## src/rtl/gyro_hsi_scan_ctrl.sv

```systemverilog
// Round-robin scan sequencer for up to eight gyro serial channels sharing one SDI/SCLK pair.
// Each enabled channel gets a chip-select window and a 16-bit MSB-first frame.
//
// state    | meaning
// ---------+------------------------------------------------------------
// IDLE     | waiting for start with a non-empty mask
// SELECT   | CS active, sclk low for one half period
// SHIFT    | sclk running, sdi captured on every rising sclk edge
// DESELECT | CS released, sample presented, one half period of rest
// GAP      | inter-round idle time in continuous mode
module gyro_hsi_scan_ctrl #(
    parameter int NUM_CH = 8,
    parameter int DATA_W = 16
) (
    input  logic              clock,
    input  logic              reset_n,
    input  logic              start,
    input  logic              abort,
    input  logic              continuous,
    input  logic [NUM_CH-1:0] ch_mask,
    input  logic              cs_pol,
    input  logic [7:0]        half_period,
    input  logic [15:0]       gap,
    input  logic              sdi,
    output logic              sclk,
    output logic [NUM_CH-1:0] cs_out,
    output logic              busy,
    output logic              sample_valid,
    output logic [DATA_W-1:0] sample_data,
    output logic [2:0]        sample_ch,
    output logic              frame_done
);

    localparam int TW = $clog2(2 * DATA_W + 1);

    typedef enum logic [2:0] {IDLE, SELECT, SHIFT, DESELECT, GAP} state_t;

    state_t              state_q, state_d;
    logic [2:0]          ch_q, ch_d;
    logic [NUM_CH-1:0]   mask_q, mask_d;
    logic [NUM_CH-1:0]   onehot_q, onehot_d;
    logic [7:0]          h_q, h_d;
    logic                pol_q, pol_d;
    logic [15:0]         gap_q, gap_d;
    logic [15:0]         cnt_q, cnt_d;
    logic [TW-1:0]       tog_q, tog_d;
    logic [DATA_W-1:0]   shreg_q, shreg_d;
    logic                sclk_q, sclk_d;
    logic [DATA_W-1:0]   sdata_q, sdata_d;
    logic [2:0]          sch_q, sch_d;
    logic                svalid_q, svalid_d;
    logic                fdone_q, fdone_d;

    logic [7:0]          h_eff;
    logic [15:0]         h_eff_m1;
    logic [15:0]         hm1;
    logic [3:0]          first;
    logic [3:0]          nxt;
    logic                restart;

    // Returns {found, index} of the lowest set bit at or above lo.
    function automatic logic [3:0] pick(input logic [NUM_CH-1:0] m, input int lo);
        logic [3:0] r;
        r = '0;
        for (int i = NUM_CH - 1; i >= 0; i--) begin
            if (m[i] && i >= lo) r = {1'b1, 3'(i)};
        end
        return r;
    endfunction

    assign h_eff    = (half_period == 8'd0) ? 8'd1 : half_period;
    assign h_eff_m1 = {8'd0, h_eff} - 16'd1;
    assign hm1      = {8'd0, h_q} - 16'd1;
    assign first    = pick(ch_mask, 0);
    assign nxt      = pick(mask_q, int'(ch_q) + 1);

    always_comb begin
        state_d  = state_q;
        ch_d     = ch_q;
        mask_d   = mask_q;
        onehot_d = onehot_q;
        h_d      = h_q;
        pol_d    = pol_q;
        gap_d    = gap_q;
        cnt_d    = cnt_q;
        tog_d    = tog_q;
        shreg_d  = shreg_q;
        sclk_d   = sclk_q;
        sdata_d  = sdata_q;
        sch_d    = sch_q;
        svalid_d = 1'b0;
        fdone_d  = 1'b0;
        restart  = 1'b0;

        case (state_q)
            IDLE: begin
                if (start && first[3]) restart = 1'b1;
            end
            SELECT: begin
                if (cnt_q == 16'd0) begin
                    state_d = SHIFT;
                    sclk_d  = 1'b1;
                    shreg_d = {shreg_q[DATA_W-2:0], sdi};
                    tog_d   = TW'(1);
                    cnt_d   = hm1;
                end else begin
                    cnt_d = cnt_q - 16'd1;
                end
            end
            SHIFT: begin
                if (cnt_q != 16'd0) begin
                    cnt_d = cnt_q - 16'd1;
                end else if (tog_q == TW'(2 * DATA_W)) begin
                    state_d  = DESELECT;
                    onehot_d = '0;
                    sdata_d  = shreg_q;
                    sch_d    = ch_q;
                    svalid_d = 1'b1;
                    cnt_d    = hm1;
                end else begin
                    sclk_d = ~sclk_q;
                    if (!sclk_q) shreg_d = {shreg_q[DATA_W-2:0], sdi};
                    tog_d  = tog_q + TW'(1);
                    cnt_d  = hm1;
                end
            end
            DESELECT: begin
                if (cnt_q != 16'd0) begin
                    cnt_d = cnt_q - 16'd1;
                end else if (nxt[3]) begin
                    state_d  = SELECT;
                    ch_d     = nxt[2:0];
                    onehot_d = {{(NUM_CH-1){1'b0}}, 1'b1} << nxt[2:0];
                    cnt_d    = hm1;
                end else begin
                    fdone_d = 1'b1;
                    if (!continuous) begin
                        state_d = IDLE;
                    end else if (gap_q == 16'd0) begin
                        restart = 1'b1;
                    end else begin
                        state_d = GAP;
                        cnt_d   = gap_q - 16'd1;
                    end
                end
            end
            GAP: begin
                if (cnt_q == 16'd0) restart = 1'b1;
                else cnt_d = cnt_q - 16'd1;
            end
            default: state_d = IDLE;
        endcase

        // A round (re)start snapshots the configuration so later input changes cannot disturb it.
        if (restart) begin
            mask_d = ch_mask;
            h_d    = h_eff;
            pol_d  = cs_pol;
            gap_d  = gap;
            sclk_d = 1'b0;
            if (first[3]) begin
                state_d  = SELECT;
                ch_d     = first[2:0];
                onehot_d = {{(NUM_CH-1){1'b0}}, 1'b1} << first[2:0];
                cnt_d    = h_eff_m1;
            end else begin
                state_d = IDLE;
            end
        end

        if (abort && state_q != IDLE) begin
            state_d  = IDLE;
            sclk_d   = 1'b0;
            onehot_d = '0;
            sdata_d  = sdata_q;
            sch_d    = sch_q;
            svalid_d = 1'b0;
            fdone_d  = 1'b0;
        end
    end

    always_ff @(posedge clock or negedge reset_n) begin
        if (!reset_n) begin
            state_q  <= IDLE;
            ch_q     <= '0;
            mask_q   <= '0;
            onehot_q <= '0;
            h_q      <= 8'd1;
            pol_q    <= 1'b0;
            gap_q    <= '0;
            cnt_q    <= '0;
            tog_q    <= '0;
            shreg_q  <= '0;
            sclk_q   <= 1'b0;
            sdata_q  <= '0;
            sch_q    <= '0;
            svalid_q <= 1'b0;
            fdone_q  <= 1'b0;
        end else begin
            state_q  <= state_d;
            ch_q     <= ch_d;
            mask_q   <= mask_d;
            onehot_q <= onehot_d;
            h_q      <= h_d;
            pol_q    <= pol_d;
            gap_q    <= gap_d;
            cnt_q    <= cnt_d;
            tog_q    <= tog_d;
            shreg_q  <= shreg_d;
            sclk_q   <= sclk_d;
            sdata_q  <= sdata_d;
            sch_q    <= sch_d;
            svalid_q <= svalid_d;
            fdone_q  <= fdone_d;
        end
    end

    assign sclk         = sclk_q;
    assign cs_out       = onehot_q ^ {NUM_CH{pol_q}};
    assign busy         = (state_q != IDLE);
    assign sample_valid = svalid_q;
    assign sample_data  = sdata_q;
    assign sample_ch    = sch_q;
    assign frame_done   = fdone_q;

endmodule

```

## config.mk

```make
export PLATFORM = sky130hd
export DESIGN_NAME = gyro_hsi_scan_ctrl
export DESIGN_NICKNAME = d
export VERILOG_FILES = /design/src/rtl/gyro_hsi_scan_ctrl.sv
export SDC_FILE = /design/constraint.sdc
export NUM_CORES = 1
export LEC_CHECK = 0
export CORE_MARGIN = 2
export CORE_UTILIZATION = 55
export DETAILED_ROUTE_END_ITERATION = 8
export PLACE_DENSITY_LB_ADDON = 0.12
export SETUP_SLACK_MARGIN = 0.05
export SLEW_MARGIN = 20
export SYNTH_ARGS = -nofsm -noshare
export SYNTH_HDL_FRONTEND = slang
export SYNTH_SLANG_ARGS = --single-unit
```

## constraint.sdc

```tcl
create_clock -name clock -period 4.2 [get_ports clock]
set_input_delay 1.26 -clock clock [delete_from_list [all_inputs] [get_ports clock]]
set_output_delay 1.26 -clock clock [all_outputs]
set_load 0.02 [all_outputs]
```

# [Word level (Yosys, flattened, before mapping)]
# Cells that the tools add are included.
[word_totals] in_bits=39 regBits=107
[op_classes] eq_ne=16 muxes=81 add_sub_neg=6 n_lt_le_gt_ge=8 bitwise_logic=4 n_shift=2 reduce_logical=24
[op_table] operator="$mux 16" n=13
[op_table] operator="$mux 4" n=16
[op_table] operator="$mux 8" n=8
[op_table] operator="$pmux 16 s4" n=1
[op_table] operator="$mux 3" n=14
[op_table] operator="$logic_not 16->1" n=2
[op_table] operator="$pmux 16 s2" n=1
[op_table] operator="$sub 16x1->16 const B" n=2
[op_table] operator="$mux 1" n=20
[op_table] operator="$ne 4x4->1 const B" n=5
[op_table] operator="$mux 6" n=3
[op_table] operator="$sub 8x1->9 const B" n=2
[op_table] operator="$ge 3x4->1 const A" n=4
[op_table] operator="$pmux 8 s2" n=1
[op_table] operator="$reduce_bool 16->1" n=1
[op_table] operator="$shl 1x3->8 const A" n=2
[op_table] operator="$pmux 3 s4" n=1
[op_table] operator="$pmux 6 s2" n=1
[op_table] operator="$reduce_and 4->1" n=3
[op_table] operator="$logic_and 1x1->1" n=10
[op_table] operator="$ge 1x4->1 const A" n=2
[op_table] operator="$ge 2x4->1 const A" n=2
[op_table] operator="$logic_not 8->1" n=1
[op_table] operator="$ne 2x2->1 const B" n=4
[op_table] operator="19 further kinds" n=22

# [Depth between registers and ports, before layout]
[depth] word_depth=18 ltp_mapped=12 depth_no_buf=9

# [Least setup slack after synthesis]
# No wires, ideal clock.
[synth_path] path_type="in2reg" start="input half_period[4]" end="register cnt_q[2]" n_path_buf=0 cell_stages=6 t_arrival_ns=2.685 slack_ns=1.420 t_required_ns=4.105 path_cell_list="nor4_1 > a31oi_1 > ha_1 > xnor2_1 > mux2_1 > o31ai_1"
[synth_between] elab_chain_cells=5
[synth_rtl] element="from (decl)" line="22" text="input logic [7:0] half_period,"
[synth_rtl] element="$logic_not 8->1" line="71" text="assign h_eff = (half_period == 8'd0) ? 8'd1 : half_period;"
[synth_rtl] element="$mux 8" line="71"
[synth_rtl] element="$sub 8x1->9" line="72" text="assign h_eff_m1 = {8'd0, h_eff} - 16'd1;"
[synth_rtl] element="$mux 16" line="161" text="if (first[3]) begin"
[synth_rtl] element="$mux 16" line="155" text="if (restart) begin"
[synth_rtl] element="via cnt_d[2]" line="45" text="logic [15:0] cnt_q, cnt_d;"
[synth_rtl] element="to (signal assigned)" line="207" text="cnt_q <= cnt_d;"
[synth_rtl] element="to (decl)" line="45"
# The timed path passes the listed nets, and every way through them passes these cells.
# A chain may end at the register's enable or synchronous reset.

# [Worst setup path after layout]
[layout_path] start="register state_q[1]" end="output busy"
[layout_between] elab_chain_cells=1
[layout_rtl] element="from (decl)" line="38" text="state_t state_q, state_d;"
[layout_rtl] element="from (signal assigned)" line="200" text="state_q <= state_d;"
[layout_rtl] element="$reduce_bool 3->1" line="220" text="assign busy = (state_q != IDLE);"
[layout_rtl] element="to (decl)" line="27" text="output logic busy,"
# No other way between the ends.

==> metrics <==
outcome=complete, no violations; global-route wire length before repair=30,260 microns; Multi-input gate area=0.003714 sq mm; fin nets=862; Cell Pwr Density=614.5 mW/mm^2; CTS resizes=0; # IOs=70; Final Util=0.6559; Clock transition at path regs=0.07 ns; CTS sink cnt=107; Ant. Diodes=0; H-Tree Depth=3; Core Box Area=0.01191 sq mm; via count=6,131; Root Buffer=clkbuf_16; Tcrit/Tclk final=0.8482; Worst Max-Slew Pin Slew=0.9705 ns; CTS Hold Buffers Added=0; setup violators final=0; CTS tree=built; setup ws final=0.6377 ns; antenna violations before repair=0; setup TNS=0 ns; post-CTS setup buffer count=0; critical path's slowest cell=clkdlybuf4s50_1; synthesis warning total=0; clk_lat worst skew=0.36 ns; Critical Path AT=2.30 ns; Final Skew=0.006018 ns; CTS max path bufs=2; Final GP Congestion=1.035; Max-Cap Viols=0; router iterations before antenna repair=6; die width=113.9 microns; Post-synth EDFFs=0; async set-reset flop share out of synthesis=1.000; most used flip-flop cell after synthesis=dfrtp_1; number of DRC markers in iteration 0=656; CP Capture Type=output pin; WL/cell=19.23 microns; Pins Over Slew Limit=0; final wirelength=18,580 microns; Initial Util=0.5576; mapped cell area=0.006641 sq mm; hold wc startpoint=mask_q[1]; crit path max fanout=19; std cell rows=40; reg2reg end=cnt_q[10]; unique cell type count in the Yosys netlist=79; RSZ-0062 raised after global routing=no; Num CTS Buffers=9; Critical Path RT=2.94 ns; vias in the first global route=5,855; Startpoint Class=flip-flop; register area=0.002679 sq mm; Syn Inst Count=754; I/O Buffers=69; Reg2Reg Setup Slack=0.75 ns; DRC viols=0; max incr delay on CP=0.60 ns; final worst path period need=3.562 ns; critical-path cell list=nor3_1, inv_1, clkdlybuf4s50_1; pre-CTS WS=0.4712 ns; hold path cells=2; GRT Total Usage=0.2973; share of the synthesized area in the top cell type=0.3994; largest net degree at the start of global routing=76; fraction of layout cells with a size suffix above 1=0.1050; FF+latch count, synth=107; post-synth top area cell=dfrtp_1; worst reg2reg path depth=9; final hold violations=0; Worst VDD drop=392.8 uV; drt via density=6.347; grt total ovfl=0; leak pwr=3.464 nW; Post-Syn Nets=802; Final ANT Viol Nets=0; die span in y=113.9 microns; relative slew slack=0.3530; Hold Crit Class=reg2reg; worst setup path category=reg2out; Mean Syn Cell Area=8.808 sq um; Layout fillers=999; register area share after synthesis=0.4034; synth top area cells=dfrtp_1 40%, nand2_1 8.0%, mux2_2 3.2%; Critical R2R Launch=cnt_q[0]; Hold Slack=0.4671 ns; DIE AREA=0.01297 sq mm; dpl hpwl=13,780 microns; Area Growth Syn to Fin=17.63%; hold endpoint=mask_q[1]; Max Clk Rate=0.2807 GHz
==> stage by stage <==
stage | std cells | instance area, sq um | total power, W
6_report | 966 | 7812 | 0.004801
2_1_floorplan | 754 | 6641 | 0.003110
3_3_place_gp | 950 | 7487 | 0.003794
4_1_cts | 966 | 7812 | 0.004769
5_1_grt | 966 | 7812 | 0.005122
3_5_place_dp | 950 | 7487 | 0.003829
==> synth_stat cells (4+ instances only) <==
library cell,count
a31oi_1,7
xnor2_1,17
mux2_2,19
a211oi_1,8
clkbuf_1,19
inv_1,23
nor4_1,12
and2_1,5
o22ai_1,5
o2111ai_1,5
mux2_1,7
and3_1,7
o31ai_1,9
a22oi_1,7
a21o_1,4
ha_1,9
or2_2,6
nand2_1,142
xor2_1,17
nor2_1,50
nand2b_1,8
nor2b_1,6
mux2_4,10
or4_1,8
nor3_1,19
o21a_1,5
a22o_1,4
o211ai_1,6
a21oi_1,40
o21ai_1,8
buf_2,13
nand4_1,7
or3_1,11
dfrtp_1,106
nand3_1,18
o21ai_0,42
==> cell families after synthesis <==
group / count (synthesis) / share of synthesized area
AO/OA/AOI/OAI: 185 / 0.1839
XOR/XNOR: 34 / 0.04484
adder cells (fa/ha/maj): 9 / 0.01696
buffers and inverters: 60 / 0.03918
flip-flops: 107 / 0.4034
multiplexers: 39 / 0.07121
AND/OR/NAND/NOR: 320 / 0.2406
==> worst max path at each step <==
stage	startpoint	end	depth (start not counted)
6_report	state_q[1]	busy	3
5_1_grt	cnt_q[0]	cnt_q[10]	9
3_3_place_gp	ch_mask[0]	cnt_q[12]	6
3_5_place_dp	ch_mask[0]	cnt_q[10]	6
2_1_floorplan	half_period[4]	cnt_q[2]	6
4_1_cts	state_q[1]	busy	3
==> power by group <==
group | switching (W) | internal [W]
registers | 0.000376 | 0.00129
logic | 0.00134 | 0.000862
clock network | 0.000394 | 0.000539
total | 0.00211 | 0.00269
==> critical path, delay by kind of cell, from the launching register on <==
kind	cells	cell delay, ns
buffers and inverters	2	0.85
DFF	1	0.58
and+or+nand+nor	1	0.52
==> cell usage in the layout, fill, tap and decap left out, types with 4 or more instances in the layout <==
cell type	synthesis	layout
mux2_2	19	19
o22ai_1	5	5
and2_1	5	5
buf_4	3	16
o2111ai_1	5	5
o211ai_1	6	6
a22o_1	4	4
and3_1	7	7
nand3_1	18	18
ha_1	9	9
nor2b_1	6	6
nor2_1	50	50
nand2_1	142	142
a31oi_1	7	7
mux2_4	10	10
nor4_1	12	12
o21ai_1	8	8
o31ai_1	9	9
xnor2_1	17	17
clkdlybuf4s50_1	0	68
o21ai_0	42	42
or3_1	11	11
a21oi_1	40	40
nand2b_1	8	8
mux2_1	7	7
a211oi_1	8	8
nor3_1	19	19
clkbuf_16	0	9
nand4_1	7	7
or4_1	8	8
inv_1	23	23
xor2_1	17	17
o21a_1	5	5
or2_2	6	6
dfrtp_1	106	106
a21o_1	4	4
a22oi_1	7	7
==> sequential cells by signal, indices dropped and copies added (netlist names), 6 cells and up <==
| signal | flops |
|---|---|
| cnt_q | 16 |
| gap_q | 16 |
| sample_data | 16 |
| shreg_q | 16 |
| h_q | 8 |
| mask_q | 8 |
| onehot_q | 8 |
| tog_q | 6 |
==> metal layers <==
metal / global-route usage / vias to the layer above / routed length, microns
li1: - / 2847 / -
met1: 0.4165 / 2920 / 8157
met2: 0.4679 / 323 / 8489
met3: 0.06589 / 41 / 1507
met4: 0.08374 / 0 / 423
met5: 0 / - / 0
==> final cells by class <==
cell class	instances	area share
clock buffers	10	0.03059
clock inverters	6	0.01105
inverters	24	0.01153
multi-input cells	587	0.4753
flip-flops and latches	107	0.3429
well taps	147	0.02354
repair buffers	85	0.1051
(Power assumes the default switching activity.)
